File: config.mk
export PLATFORM = sky130hd
export DESIGN_NAME = uart_tx_byte_fifo
export DESIGN_NICKNAME = d
export VERILOG_FILES = /design/src/rtl/uart_tx_byte_fifo.sv
export SDC_FILE = /design/constraint.sdc
export NUM_CORES = 1
export LEC_CHECK = 0
export CAP_MARGIN = 20
export CORE_ASPECT_RATIO = 0.9
export CORE_UTILIZATION = 60
export DETAILED_ROUTE_END_ITERATION = 6
export HOLD_SLACK_MARGIN = 0.12
export MAX_ROUTING_LAYER = met4
export PLACE_DENSITY = 0.78
export SYNTH_ARGS = -nofsm -noshare
export SYNTH_HDL_FRONTEND = slang
export SYNTH_SLANG_ARGS = --single-unit
File: constraint.sdc
create_clock -name clk -period 4.9 [get_ports clk]
set_clock_uncertainty 0.15 [all_clocks]
set_input_delay 1.47 -clock clk [delete_from_list [all_inputs] [get_ports clk]]
set_output_delay 1.47 -clock clk [all_outputs]
set_load 0.01 [all_outputs]
File: src/rtl/uart_tx_byte_fifo.sv
// uart_tx_byte_fifo
// Elastic byte buffer placed in front of uart_tx. The upstream side looks like
// the uart_tx interface (start/data/busy) so a producer can burst characters;
// the downstream side launches queued bytes into uart_tx one at a time using
// the tx_start pulse / tx_busy handshake.
//
// Ports:
//   clk       - system clock, rising edge
//   rst_n     - synchronous active-low reset
//   in_data   - byte from producer, sampled when in_start=1
//   in_start  - one-cycle push strobe
//   in_busy   - FIFO full, producer must not push
//   flush     - synchronous clear of queued contents (wins over push)
//   out_data  - byte to uart_tx.tx_data, stable from launch to next launch
//   out_start - one-cycle pulse to uart_tx.tx_start
//   out_busy  - uart_tx.tx_busy
//   count     - occupancy 0..DEPTH
//   empty     - count == 0
//   overflow  - sticky, a push arrived while full
module uart_tx_byte_fifo #(
  parameter int DEPTH       = 32,
  parameter int ADDR_W      = 5,
  parameter int ACK_TIMEOUT = 4
) (
  input  logic              clk,
  input  logic              rst_n,
  input  logic [7:0]        in_data,
  input  logic              in_start,
  output logic              in_busy,
  input  logic              flush,
  output logic [7:0]        out_data,
  output logic              out_start,
  input  logic              out_busy,
  output logic [ADDR_W:0]   count,
  output logic              empty,
  output logic              overflow
);

  localparam int TMO_W = $clog2(ACK_TIMEOUT + 1);

  localparam logic [ADDR_W:0]   FULL_CNT = (ADDR_W + 1)'(DEPTH);
  localparam logic [ADDR_W:0]   CNT_ZERO = {(ADDR_W + 1){1'b0}};
  localparam logic [ADDR_W:0]   CNT_ONE  = {{ADDR_W{1'b0}}, 1'b1};
  localparam logic [ADDR_W-1:0] PTR_ZERO = {ADDR_W{1'b0}};
  localparam logic [ADDR_W-1:0] PTR_ONE  = {{(ADDR_W - 1){1'b0}}, 1'b1};
  localparam logic [TMO_W-1:0]  TMO_ZERO = {TMO_W{1'b0}};
  localparam logic [TMO_W-1:0]  TMO_ONE  = {{(TMO_W - 1){1'b0}}, 1'b1};
  localparam logic [TMO_W-1:0]  TMO_MAX  = TMO_W'(ACK_TIMEOUT);

  typedef enum logic [1:0] {
    ST_IDLE   = 2'd0,
    ST_LAUNCH = 2'd1,
    ST_ACK    = 2'd2,
    ST_DRAIN  = 2'd3
  } state_t;

  logic [7:0]        mem_r [DEPTH];
  logic [ADDR_W-1:0] wr_ptr_r;
  logic [ADDR_W-1:0] rd_ptr_r;
  logic [ADDR_W:0]   count_r;
  logic [ADDR_W:0]   count_nxt_s;
  logic              in_busy_r;
  logic              empty_r;
  logic              overflow_r;
  logic              out_start_r;
  logic [7:0]        out_data_r;
  logic [TMO_W-1:0]  tmo_r;
  logic [TMO_W-1:0]  tmo_nxt_s;
  logic [TMO_W-1:0]  tmo_inc_s;
  state_t            state_r;
  state_t            state_nxt_s;
  logic              full_s;
  logic              push_s;
  logic              launch_s;

  // Push/pop qualification and next occupancy.
  // Fullness uses the pre-edge count, so a push into a full FIFO is dropped
  // even when a pop happens in the same cycle. Launch is held off during a
  // flush so nothing leaves a queue that is being cleared.
  always_comb begin
    full_s      = (count_r == FULL_CNT);
    push_s      = in_start && !flush && !full_s;
    launch_s    = (state_r == ST_IDLE) && (count_r != CNT_ZERO) && !out_busy && !flush;
    count_nxt_s = count_r;
    if (flush) begin
      count_nxt_s = CNT_ZERO;
    end else begin
      case ({push_s, launch_s})
        2'b10:   count_nxt_s = count_r + CNT_ONE;
        2'b01:   count_nxt_s = count_r - CNT_ONE;
        default: count_nxt_s = count_r;
      endcase
    end
  end

  // Drain FSM next-state and ack-timeout counter.
  always_comb begin
    state_nxt_s = state_r;
    tmo_nxt_s   = tmo_r;
    tmo_inc_s   = tmo_r + TMO_ONE;
    case (state_r)
      ST_IDLE: begin
        if (launch_s) begin
          state_nxt_s = ST_LAUNCH;
        end else begin
          state_nxt_s = ST_IDLE;
        end
      end
      ST_LAUNCH: begin
        tmo_nxt_s   = TMO_ZERO;
        state_nxt_s = ST_ACK;
      end
      ST_ACK: begin
        if (out_busy) begin
          state_nxt_s = ST_DRAIN;
        end else begin
          // uart_tx never acknowledged: treat the byte as sent after the timeout
          tmo_nxt_s = tmo_inc_s;
          if (tmo_inc_s == TMO_MAX) begin
            state_nxt_s = ST_IDLE;
          end else begin
            state_nxt_s = ST_ACK;
          end
        end
      end
      ST_DRAIN: begin
        if (!out_busy) begin
          state_nxt_s = ST_IDLE;
        end else begin
          state_nxt_s = ST_DRAIN;
        end
      end
      default: begin
        state_nxt_s = ST_IDLE;
      end
    endcase
  end

  // Byte storage; contents are don't-care after reset so no reset here.
  always_ff @(posedge clk) begin
    if (push_s) begin
      mem_r[wr_ptr_r] <= in_data;
    end
  end

  // Pointers, occupancy, status flags, FSM and output registers.
  always_ff @(posedge clk) begin
    if (!rst_n) begin
      wr_ptr_r    <= PTR_ZERO;
      rd_ptr_r    <= PTR_ZERO;
      count_r     <= CNT_ZERO;
      in_busy_r   <= 1'b0;
      empty_r     <= 1'b1;
      overflow_r  <= 1'b0;
      out_start_r <= 1'b0;
      out_data_r  <= 8'h00;
      tmo_r       <= TMO_ZERO;
      state_r     <= ST_IDLE;
    end else begin
      if (flush) begin
        wr_ptr_r <= PTR_ZERO;
        rd_ptr_r <= PTR_ZERO;
      end else begin
        if (push_s) begin
          wr_ptr_r <= wr_ptr_r + PTR_ONE;
        end
        if (launch_s) begin
          rd_ptr_r <= rd_ptr_r + PTR_ONE;
        end
      end
      if (flush) begin
        overflow_r <= 1'b0;
      end else if (in_start && full_s) begin
        overflow_r <= 1'b1;
      end
      if (launch_s) begin
        out_data_r <= mem_r[rd_ptr_r];
      end
      // Status flags derive from the same next count so they always agree
      count_r     <= count_nxt_s;
      in_busy_r   <= (count_nxt_s == FULL_CNT);
      empty_r     <= (count_nxt_s == CNT_ZERO);
      out_start_r <= launch_s;
      tmo_r       <= tmo_nxt_s;
      state_r     <= state_nxt_s;
    end
  end

  assign in_busy   = in_busy_r;
  assign empty     = empty_r;
  assign count     = count_r;
  assign overflow  = overflow_r;
  assign out_start = out_start_r;
  assign out_data  = out_data_r;

endmodule
# Word-level counts from Yosys, hierarchy flattened
# Memory sizes are Yosys's and may differ from the RTL's. A register that Yosys moved wholly into a read port is not among the register bits.
# Index checks and enable logic that the tools add are counted.
# Widths: inputs -> output; s select.
op_classes:
  n_addsub: 5
  n_mux: 11
  n_reduce_logical: 16
  bitwise: 1
  n_eq_ne: 9
  div_mod_pow: 0
  n_lt_le_gt_ge: 0
  shifts: 0
  mul: 0
ops:
  columns: ["operator", "n"]
  rows:
  - ["$eq 6x6->1 const B", 2]
  - ["$pmux 6 s2", 1]
  - ["$add 5x1->5 const B", 2]
  - ["$pmux 2 s4", 1]
  - ["$add 6x1->6 const B", 1]
  - ["$eq 2x2->1 const B", 3]
  - ["$logic_and 1x1->1", 6]
  - ["$logic_not 6->1", 1]
  - ["$mux 2", 3]
  - ["$mux 6", 1]
  - ["$pmux 3 s2", 1]
  - ["$reduce_bool 6->1", 1]
  - ["$sub 6x1->6 const B", 1]
  - ["$eq 2x1->1 const B", 2]
  - ["$logic_not 1->1", 4]
  - ["$add 3x1->3 const B", 1]
  - ["$eq 3x3->1 const B", 1]
  - ["$mux 1", 3]
  - ["$mux 3", 1]
  - ["$logic_not 2->1", 1]
  - ["$ne 2x2->1 const B", 1]
  - ["$reduce_and 2->1", 1]
  - ["$reduce_bool 2->1", 1]
  - ["$reduce_or 2->1", 1]
  - ["$not 1->1", 1]
word_totals:
  latch_bits: 0
  rom_bits: 0
  ramBits: 256
  n_memories: 1
  wordCells: 52
  in_bits: 13
  regBits: 25
mem_list:
  columns: ["name", "depth", "word_bits", "rd", "rd_ports_with_merged_regs", "wr", "line", "text"]
  rows:
  - ["mem_r", 32, 8, 1, 1, 1, "57", "logic [7:0] mem_r [DEPTH];"]

# Depth between registers and ports, before layout
# Gate-level depths: netlist of run 1.
logic_depth:
  ltp_word: 8
  mapped_depth: 10

# Least setup slack after synthesis of run 1
# OpenSTA, ideal clock, no wires.
synth_path:
  kind: "input-to-reg"
  startpoint: "input out_busy"
  endpoint: "register empty_r (netlist: empty)"
  t_arrival_ns: 4.124
  path_stages: 9
  t_required_ns: 4.664
  n_path_buf: 0
  slack_ns: 0.541
  path_cell_list: "or4_1 a31oi_4 ha_1 ha_1 a21o_1 a21o_1 or2_2 a221o_1 a211oi_1"
synth_via:
  elab_chain_cells: 7
  elab_cells_between_ends: 8
  cone_classes: "2 x eq/ne; 2 x mux; 4 x reduce/logical"
synth_rtl:
  columns: ["item", "line", "text"]
  rows:
  - ["from (decl)", "33", "input logic out_busy,"]
  - ["$logic_not 1->1 (*)", null, null]
  - ["$logic_and 1x1->1 (*) (2 in a row)", "83", "launch_s = (state_r == ST_IDLE) && (count_r != CNT_ZERO) && !out_busy && !flush;"]
  - ["via launch_s", "74", "logic launch_s;"]
  - ["$eq 2x1->1 or $eq 2x2->1 (tied branches)", "88", "case ({push_s, launch_s})"]
  - ["$pmux 6 s2 (*)", "88", null]
  - ["$mux 6 (*)", "85", "if (flush) begin"]
  - ["$logic_not 6->1 (*)", "182", "empty_r <= (count_nxt_s == CNT_ZERO);"]
  - ["to (signal assigned)", "182", null]
  - ["to (decl)", "63", "logic empty_r;"]
# Mark *: on every way through the listed nets, which the timed path passes. The rest lies on a longest branch.
# A chain may end at the register's enable or synchronous reset.

# Final worst setup path of run 1
# Ends and elaborated chain as after synthesis.

==> results of run 1 <==
[cell families after synthesis]
group	synth area share (%)
muxes	12.69
buffers and inverters	2.035
AOI/OAI and AO/OA	6.548
and+or+nand+nor	4.362
xor gates and xnor gates	0.6818
adders and majority gates	1.472
DFF	72.22
[per-stage QoR]
step / power (mW) / worst slack (ns)
floorplan: 2.789 / 0.5405
global placement: 2.847 / 0.1989
detailed placement: 2.855 / 0.07264
CTS: 4.932 / 0.6195
global route: 5.044 / 0.4966
finish: 4.925 / 0.5887
[placed cells by master (no fill, tap or decap), types with 3 or more instances in the layout]
master           netlist  routed
edfxtp_1             256     256
nor2_1                54      54
mux4_2                46      46
mux2i_1               34      34
dfxtp_1               33      32
clkbuf_16              0      31
clkdlybuf4s50_1        0      30
a21oi_1               24      24
a22o_1                15      15
buf_4                  5      14
nand2_1               12      12
ha_1                  12      12
inv_1                 11      11
a22oi_1                9       9
o221ai_1               8       8
o22ai_1                8       8
clkbuf_1              14       8
nor2b_1                7       7
a2111oi_2              7       7
nand2b_1               5       5
xor2_1                 5       5
clkbuf_8               0       5
nand3b_1               4       4
and2_1                 4       4
nand4_1                4       4
xnor2_1                4       4
clkinv_1               0       4
buf_16                 0       4
a21o_1                 3       3
o21ai_0                3       3
mux4_1                 3       3
[layout make-up]
type	instances	share of cell area, %
Clock buffer	43	6.452
Clock inverter	9	0.5416
Inverter	11	0.3136
Multi-Input combinational cell	305	22.61
Sequential cell	289	63.43
Tap cell	245	2.328
Timing Repair Buffer	51	4.333
[sequential cells by signal, summed over array words and instances (netlist names)]
register   flops
overflow       1
rd_ptr_r       5
empty          1
out_data       8
count          6
state_r        2
tmo_r          3
wr_ptr_r       5
mem_r        256
out_start      1
in_busy        1
[layer usage]
metal | vias up | wire [um]
met2 | 224 | 11660
li1 | 2678 | -
met1 | 3091 | 9768
met3 | 30 | 1608
met5 | - | 0
met4 | 0 | 295
[worst max-delay path: cells and delay by family]
family | cells | cell delay (ns)
compound gates | 5 | 1.16
buf+inv | 1 | 0.46
simple gates | 2 | 0.88
fa+ha+maj | 2 | 0.64
[power breakdown]
part | leakage (nW) | total [mW] | internal [mW] | switching, mW
Sequential | 2.57 | 2.69 | 2.68 | 0.00634
Combinational | 1.11 | 0.125 | 0.0506 | 0.0748
Clock | 0.448 | 2.11 | 1.24 | 0.866
[worst paths after layout]
check	startpoint	to	slack (ns)	cells after the start
setup / recovery	out_busy	empty$_SDFF_PN1_	0.59	10
hold / removal	out_data[3]$_SDFFE_PN0P_	out_data[3]$_SDFFE_PN0P_	0.32	1
setup reg to reg	count[0]$_SDFF_PN0_	empty$_SDFF_PN1_	1.59	10
hold reg to reg	out_data[3]$_SDFFE_PN0P_	out_data[3]$_SDFFE_PN0P_	0.32	1
==> flow_summary.json, run 1 <==
{
  "synthFlopType": "edfxtp_1",
  "path_clk_slew_ns": 0.06,
  "p_per_area_nw_per_um2": 374.0,
  "antenna_found_initial": 0,
  "fin_crit_sh_pct": 87.99,
  "die_w_um": 148.3,
  "yosysWarnings": 0,
  "initial_core_util_pct": 62.01,
  "multi_input_area_sq_um": 2977,
  "grt_max_degree": 49,
  "grt.met2_usage_pct": 40.19,
  "postRouteAntennaNets": 0,
  "vias_per_cell": 6.320,
  "drt-pass1-iter-count": 5,
  "cts_setup_buffers": 0,
  "cts_root_buffer": "clkbuf_16",
  "final_layout_size_suffix_gt1_share_pct": 17.51,
  "yosys-top-cells-count": "256 x edfxtp_1, 54 x nor2_1, 46 x mux4_2, 34 x mux2i_1, 33 x dfxtp_1",
  "drtIter0Drc": 613,
  "avgSynthCellArea_sq_um": 18.09,
  "path_class": "input port to register",
  "num_io_pins": 31,
  "cts_max_level": 1,
  "holdWs_ns": 0.3228,
  "dp.final_hpwl_mm": 14.50,
  "hold_class": "register to register",
  "timing_hold_violations_final": 0,
  "dieArea_sq_um": 19830,
  "ys_ff_latch": 289,
  "maxCapViolations": 0,
  "grt.busiest_layer": "met2",
  "syn-num-nets": 665,
  "fmax_ghz": 0.2319,
  "numCtsBuffers": 28,
  "async_reset_ff_share_pct": 0,
  "cts_buffer_depth": 3,
  "grtUsageTotal_pct": 25.37,
  "drc": 0,
  "ys_types": 54,
  "use_met3_pct": 4.315,
  "relSlewSlack_pct": 30.04,
  "grt_pass1_wl_mm": 35.88,
  "io_buffers": 30,
  "setup_tns_ns": 0,
  "rows": 47,
  "crit_required_ns": 5.20,
  "worstSkewPairLatency_ns": 0.53,
  "cp_slowest_stage_delay_ns": 0.59,
  "core-area_sq_um": 18640,
  "vias": 6023,
  "syn_area_sq_um": 11560,
  "cts_tree": "built",
  "placed_cell_area_sq_um": 12080,
  "fin_nets": 712,
  "worstPathCellList": "clkdlybuf4s50_1 -> or4_1 -> a31oi_4 -> ha_1 -> ha_1 -> a21o_1 -> a21o_1 -> or2_2 -> a221o_1 -> a211oi_1",
  "finalCriticalPeriod_ns": 4.311,
  "utilization_pct": 70.64,
  "syn_to_final_growth_pct": 13.91,
  "outcome": "finished clean",
  "endpoint_kind": "register",
  "wl_per_cell_um": 24.48,
  "tightest_slew_ns": 1.048,
  "peakVddDrop_mv": 0.2800,
  "regArea_sq_um": 8352,
  "setup_viol": 0,
  "grt_pass1_vias": 6100,
  "leakage_nw": 4.125,
  "synth_most_common_cell": "edfxtp_1",
  "place.gp.congestion": 0.7932,
  "crit_arrival_ns": 4.61,
  "grt_use_met1_pct": 35.53,
  "antenna_cells": 0,
  "postCtsHoldBufs": 0,
  "rsz0062_at_grt": "no",
  "setup.worst_path.start_class": "input port",
  "cp_max_fo": 5,
  "synth_edf_count": 256,
  "postSynthCellCount": 639,
  "dieHeight_um": 133.7,
  "nFillCells": 1121,
  "synth_top_cell_by_area": "edfxtp_1",
  "overflow": 0,
  "stdcell_area_sq_um": 13170,
  "cts_resized": 0,
  "crit_slowest_cell": "or4_1",
  "synth_top_area_share_pct": 66.50,
  "place_inst": 894,
  "clock-sinks": 289,
  "ys_seq_area_share_pct": 72.22,
  "routed_wl_mm": 23.33,
  "fin_cells": 953,
  "drv_slew": 0,
  "netlist_top_cells_area": "edfxtp_1 67%, mux4_2 9.0%, dfxtp_1 5.7%, mux2i_1 2.9%, nor2_1 1.8%"
}
Note: power is estimated with default switching activity, not from simulation.
==> run 2, diff against run 1 <==
--- a/config.mk
+++ b/config.mk
@@ -12,6 +12,7 @@
 export HOLD_SLACK_MARGIN = 0.12
 export MAX_ROUTING_LAYER = met4
 export PLACE_DENSITY = 0.78
+export SLEW_MARGIN = 20
 export SYNTH_ARGS = -nofsm -noshare
 export SYNTH_HDL_FRONTEND = slang
 export SYNTH_SLANG_ARGS = --single-unit
==> run 2 against run 1 <==
Combinational power shrank 14%. Register-to-register slack got worse by 0.02 ns. Fmax decreased by 0.57%. Largest power group unchanged. Critical path depth stayed put. Critical path type unchanged.
==> flow_summary.json, run 2 (synthesis gave the netlist of run 1 again) <==
{
  "outcome": "finished clean",
  "crit_arrival_ns": 4.60,
  "vias": 6035,
  "cts_setup_buffers": 0,
  "rows": 47,
  "worst_r2r_path_depth": 10,
  "p_sw_mw": 0.9462,
  "core-area_sq_um": 18640,
  "dp.final_hpwl_mm": 14.50,
  "nFillCells": 1142,
  "maxCapViolations": 0,
  "worstSkewPairLatency_ns": 0.53,
  "final_common_cell": "edfxtp_1",
  "cts_buffer_depth": 3,
  "regMostFlops": "mem_r",
  "antenna_found_initial": 0,
  "p_sw_share_pct": 19.28,
  "timing.rr.start": "count[1]$_SDFF_PN0_",
  "antenna_cells": 0,
  "crit_required_ns": 5.16,
  "clock_power_share_pct": 43.0,
  "vias_per_cell": 6.379,
  "grt_max_degree": 49,
  "clock-sinks": 289,
  "wl_per_cell_um": 24.59,
  "cts_tree": "built",
  "drv_slew": 0,
  "numCtsBuffers": 28,
  "fin_cells": 946,
  "drt-pass1-iter-count": 5,
  "crit-reg2reg-capture": "empty$_SDFF_PN1_",
  "path_class": "input port to register",
  "hold_class": "register to register",
  "multi_input_area_sq_um": 2977,
  "grt_pass1_vias": 6100,
  "setup_tns_ns": 0,
  "cts_root_buffer": "clkbuf_16",
  "finalCriticalPeriod_ns": 4.336,
  "fmax_ghz": 0.2306,
  "initial_core_util_pct": 62.01,
  "largest_reg_flops": 256,
  "num_io_pins": 31,
  "syn_to_final_growth_pct": 12.18,
  "io_buffers": 30,
  "r2r_setup_slack_ns": 1.57,
  "leakage_nw": 4.047,
  "final_layout_size_suffix_gt1_share_pct": 17.69,
  "drtIter0Drc": 648,
  "die_w_um": 148.3,
  "worstHoldPathCells": 1,
  "timing_hold_violations_final": 0,
  "setup_viol": 0,
  "min_from": "out_data[3]$_SDFFE_PN0P_",
  "cts_max_level": 1,
  "dieArea_sq_um": 19830,
  "stdcell_area_sq_um": 12970,
  "regArea_sq_um": 8352,
  "postRouteAntennaNets": 0,
  "postCtsHoldBufs": 0,
  "path_clk_slew_ns": 0.06,
  "rsz0062_at_grt": "no",
  "grtUsageTotal_pct": 25.37,
  "peakVddDrop_mv": 0.2733,
  "fin_crit_sh_pct": 88.49,
  "combinationalPowerShare_pct": 2.2,
  "fin_nets": 705,
  "p_seq_share_pct": 54.8,
  "place_inst": 894,
  "cp_max_fo": 6,
  "setup.worst_path.start_class": "input port",
  "overflow": 0,
  "place.gp.congestion": 0.7932,
  "most-common-layout-cells": "256 x edfxtp_1, 54 x nor2_1, 46 x mux4_2",
  "p_int_mw": 3.962,
  "p_per_area_nw_per_um2": 378.5,
  "power.total_mw": 4.908,
  "dieHeight_um": 133.7,
  "utilization_pct": 69.56,
  "drc": 0,
  "cts_resized": 0,
  "relSlewSlack_pct": 31.46,
  "placed_cell_area_sq_um": 12080,
  "tightest_slew_ns": 1.027,
  "min_to": "out_data[3]$_SDFFE_PN0P_",
  "routed_wl_mm": 23.27,
  "grt_pass1_wl_mm": 35.88,
  "endpoint_kind": "register"
}
-- run 2: changes by cell type in the layout (fill, tap and decap cells not counted), sizes merged --
cell,previous run,this run
buf,20,21
clkbuf,44,43
clkdlybuf4s50,30,23
-- run 2: per-layer routing --
| layer | wire (um) | up-vias | global-route usage, % | part of all wire (%) |
|---|---|---|---|---|
| li1 | - | 2665 | - | - |
| met1 | 9761 | 3110 | 35.53 | 42 |
| met2 | 11540 | 225 | 40.19 | 50 |
| met3 | 1653 | 35 | 4.315 | 7.1 |
| met4 | 315 | 0 | 4.467 | 1.4 |
| met5 | 0 | - | - | 0 |
-- run 2: worst max path at each step --
stage                        start          endpoint  slack [ns]  depth (start not counted)
after floorplan           out_busy  empty$_SDFF_PN1_        0.54                          9
after global placement    out_busy  empty$_SDFF_PN1_        0.20                         10
after detailed placement  out_busy  empty$_SDFF_PN1_        0.07                         10
after CTS                 out_busy  empty$_SDFF_PN1_        0.62                         10
after global routing      out_busy  empty$_SDFF_PN1_        0.50                         10
final                     out_busy  empty$_SDFF_PN1_        0.56                         10
-- run 2: final cells by class --
class	count	share of cell area, %
Inverter	11	0.3184
Multi-Input combinational cell	305	22.95
Clock buffer	43	6.552
Clock inverter	9	0.5500
Sequential cell	289	64.41
Timing Repair Buffer	44	2.856
Tap cell	245	2.364
-- run 2: power by group through the flow --
stage          Clock [mW]  Sequential (mW)  Combinational [mW]
2_1_floorplan           0             2.74              0.0468
3_3_place_gp            0             2.74               0.103
3_5_place_dp            0             2.75               0.109
4_1_cts              2.13             2.69               0.110
5_1_grt              2.22             2.69               0.115
6_report             2.11             2.69               0.107
-- run 2: stage by stage --
stage	setup slack (ns)	hold WS, ns
detailed placement	0.07264	0.3100
global route	0.4966	0.3399
CTS	0.6195	0.3270
global placement	0.1989	0.3122
finish	0.5639	0.3255
floorplan	0.5405	0.3545
-- run 2: critical path, cell delays in order --
cell and delay [ns]:
clkdlybuf4s50_1 0.47, or4_1 0.60, a31oi_4 0.18, ha_1 0.31, ha_1 0.33, and2_1 0.17, a22o_1 0.26, or4_1 0.51
a21boi_0 0.22, a211oi_1 0.08
==> run 3, diff against run 2 <==
--- a/config.mk
+++ b/config.mk
@@ -9,9 +9,10 @@
 export CORE_ASPECT_RATIO = 0.9
 export CORE_UTILIZATION = 60
 export DETAILED_ROUTE_END_ITERATION = 6
+export DONT_BUFFER_PORTS = 1
 export HOLD_SLACK_MARGIN = 0.12
 export MAX_ROUTING_LAYER = met4
-export PLACE_DENSITY = 0.78
+export PLACE_DENSITY = 0.76
 export SLEW_MARGIN = 20
 export SYNTH_ARGS = -nofsm -noshare
 export SYNTH_HDL_FRONTEND = slang
==> run 3 against run 2 <==
Critical path depth shrank 1. Worst hold slack gained 0.078 ns. Sequential cell count is the same. Global-route usage is essentially flat. Die area is the same. Non-clock buffer count shrank 37. Total power grew 2.4%. Fmax grew 6.8%. Wire length is essentially flat. First-iteration DRC count shrank 17%. Utilization shrank 1.3 points. Critical path type unchanged. Largest power group unchanged.
==> flow_summary.json, run 3 (synthesis gave the netlist of run 1 again) <==
{
  "rsz0062_at_grt": "no",
  "fin_nets": 668,
  "nFillCells": 1164,
  "place.gp.congestion": 0.7950,
  "crit_required_ns": 5.17,
  "cts_tree": "built",
  "p_seq_share_pct": 53.5,
  "fmax_ghz": 0.2464,
  "drt-pass1-iter-count": 4,
  "largest_reg_flops": 256,
  "cp_max_fo": 9,
  "setup_slack_ns": 0.8416,
  "grt_max_degree": 50,
  "cts_root_buffer": "clkbuf_16",
  "multi_input_area_sq_um": 2977,
  "die_w_um": 148.3,
  "setup_viol": 0,
  "regMostFlops": "mem_r",
  "dieArea_sq_um": 19830,
  "p_int_mw": 4.097,
  "overflow": 0,
  "final_common_cell": "edfxtp_1",
  "cts_max_level": 1,
  "syn_to_final_growth_pct": 10.09,
  "crit_arrival_ns": 4.33,
  "core-area_sq_um": 18640,
  "vias": 5952,
  "drc": 0,
  "utilization_pct": 68.27,
  "regArea_sq_um": 8352,
  "num_io_pins": 31,
  "drv_slew": 0,
  "leakage_nw": 3.942,
  "drtIter0Drc": 535,
  "vias_per_cell": 6.548,
  "timing_hold_violations_final": 0,
  "worst_r2r_path_depth": 10,
  "combinationalPowerShare_pct": 1.2,
  "endpoint_kind": "register",
  "worstSkewPairLatency_ns": 0.54,
  "p_per_area_nw_per_um2": 395.0,
  "numCtsBuffers": 28,
  "relSlewSlack_pct": 34.59,
  "io_buffers": 0,
  "setup_tns_ns": 0,
  "place_inst": 857,
  "placed_cell_area_sq_um": 11740,
  "peakVddDrop_mv": 0.3652,
  "dp.final_hpwl_mm": 14.39,
  "postRouteAntennaNets": 0,
  "path_clk_slew_ns": 0.06,
  "clock_power_share_pct": 45.3,
  "finalCriticalPeriod_ns": 4.058,
  "maxCapViolations": 0,
  "setup.worst_path.start_class": "input port",
  "p_sw_mw": 0.9294,
  "most-common-layout-cells": "256 x edfxtp_1, 54 x nor2_1, 46 x mux4_2",
  "wl_per_cell_um": 25.61,
  "antenna_cells": 0,
  "cts_resized": 0,
  "dieHeight_um": 133.7,
  "grt_pass1_wl_mm": 35.64,
  "stdcell_area_sq_um": 12730,
  "final_layout_size_suffix_gt1_share_pct": 17.02,
  "initial_core_util_pct": 62.01,
  "fin_cells": 909,
  "hold_class": "register to register",
  "clock-sinks": 289,
  "worstHoldPathCells": 2,
  "path_class": "input port to register",
  "postCtsHoldBufs": 0,
  "fin_crit_sh_pct": 82.82,
  "outcome": "finished clean",
  "rows": 47,
  "place_ws_ns": 0.3519,
  "cts_buffer_depth": 3,
  "routed_wl_mm": 23.28,
  "cts_setup_buffers": 0,
  "antenna_found_initial": 0,
  "grt_pass1_vias": 6029,
  "tightest_slew_ns": 0.9798,
  "p_sw_share_pct": 18.49,
  "grtUsageTotal_pct": 25.40
}
[run 3: cell types whose count changed in the layout (fill, tap and decap cells not counted), sizes merged]
cell and delta:
clkinv +2, clkbuf -6, bufinv +4, buf -14
clkdlybuf4s50 -23, clkinvlp -1, inv +1
[run 3: power by group through the flow]
stage | Sequential, mW | Combinational [mW] | Clock, mW
after global placement | 2.74 | 0.0563 | 0
final | 2.69 | 0.0601 | 2.27
after detailed placement | 2.74 | 0.0589 | 0
after global routing | 2.69 | 0.0639 | 2.38
after floorplan | 2.74 | 0.0468 | 0
after CTS | 2.69 | 0.0593 | 2.29
[run 3: final timing paths]
path	from	endpoint	slack, ns
max reg2reg	count[1]$_SDFF_PN0_	empty$_SDFF_PN1_	1.21
min reg2reg	tmo_r[1]$_SDFFE_PN0P_	tmo_r[1]$_SDFFE_PN0P_	0.40
min	tmo_r[1]$_SDFFE_PN0P_	tmo_r[1]$_SDFFE_PN0P_	0.40
max	out_busy	empty$_SDFF_PN1_	0.84
[run 3: worst max-delay path, stage by stage]
cell	delay (ns)
or4_1	0.57
a31oi_4	0.19
ha_1	0.41
ha_1	0.36
and2_1	0.19
a22o_1	0.28
or4_1	0.52
a21boi_0	0.25
a211oi_1	0.09
[run 3: layout make-up]
type                    instances  share of cell area, %
flip-flops and latches        289                  65.63
multi-input cells             305                  23.39
clock buffers                  37                  6.174
well taps                     245                  2.409
clock inverters                15                  1.563
repair buffers                  7                 0.5113
inverters                      11                 0.3245
[run 3: stage by stage]
stage	hold slack, ns	power (mW)
after detailed placement	0.3906	2.803
after global routing	0.4350	5.136
final	0.4039	5.027
after floorplan	0.3545	2.789
after CTS	0.4014	5.042
after global placement	0.3685	2.800
[run 3: metal layers]
layer	global-route usage (%)	share of wire, %	vias to the layer above
li1	-	-	2586
met1	36.33	42	3035
met2	38.39	47	282
met3	3.870	8.3	49
met4	7.446	2.5	0
met5	-	0	-
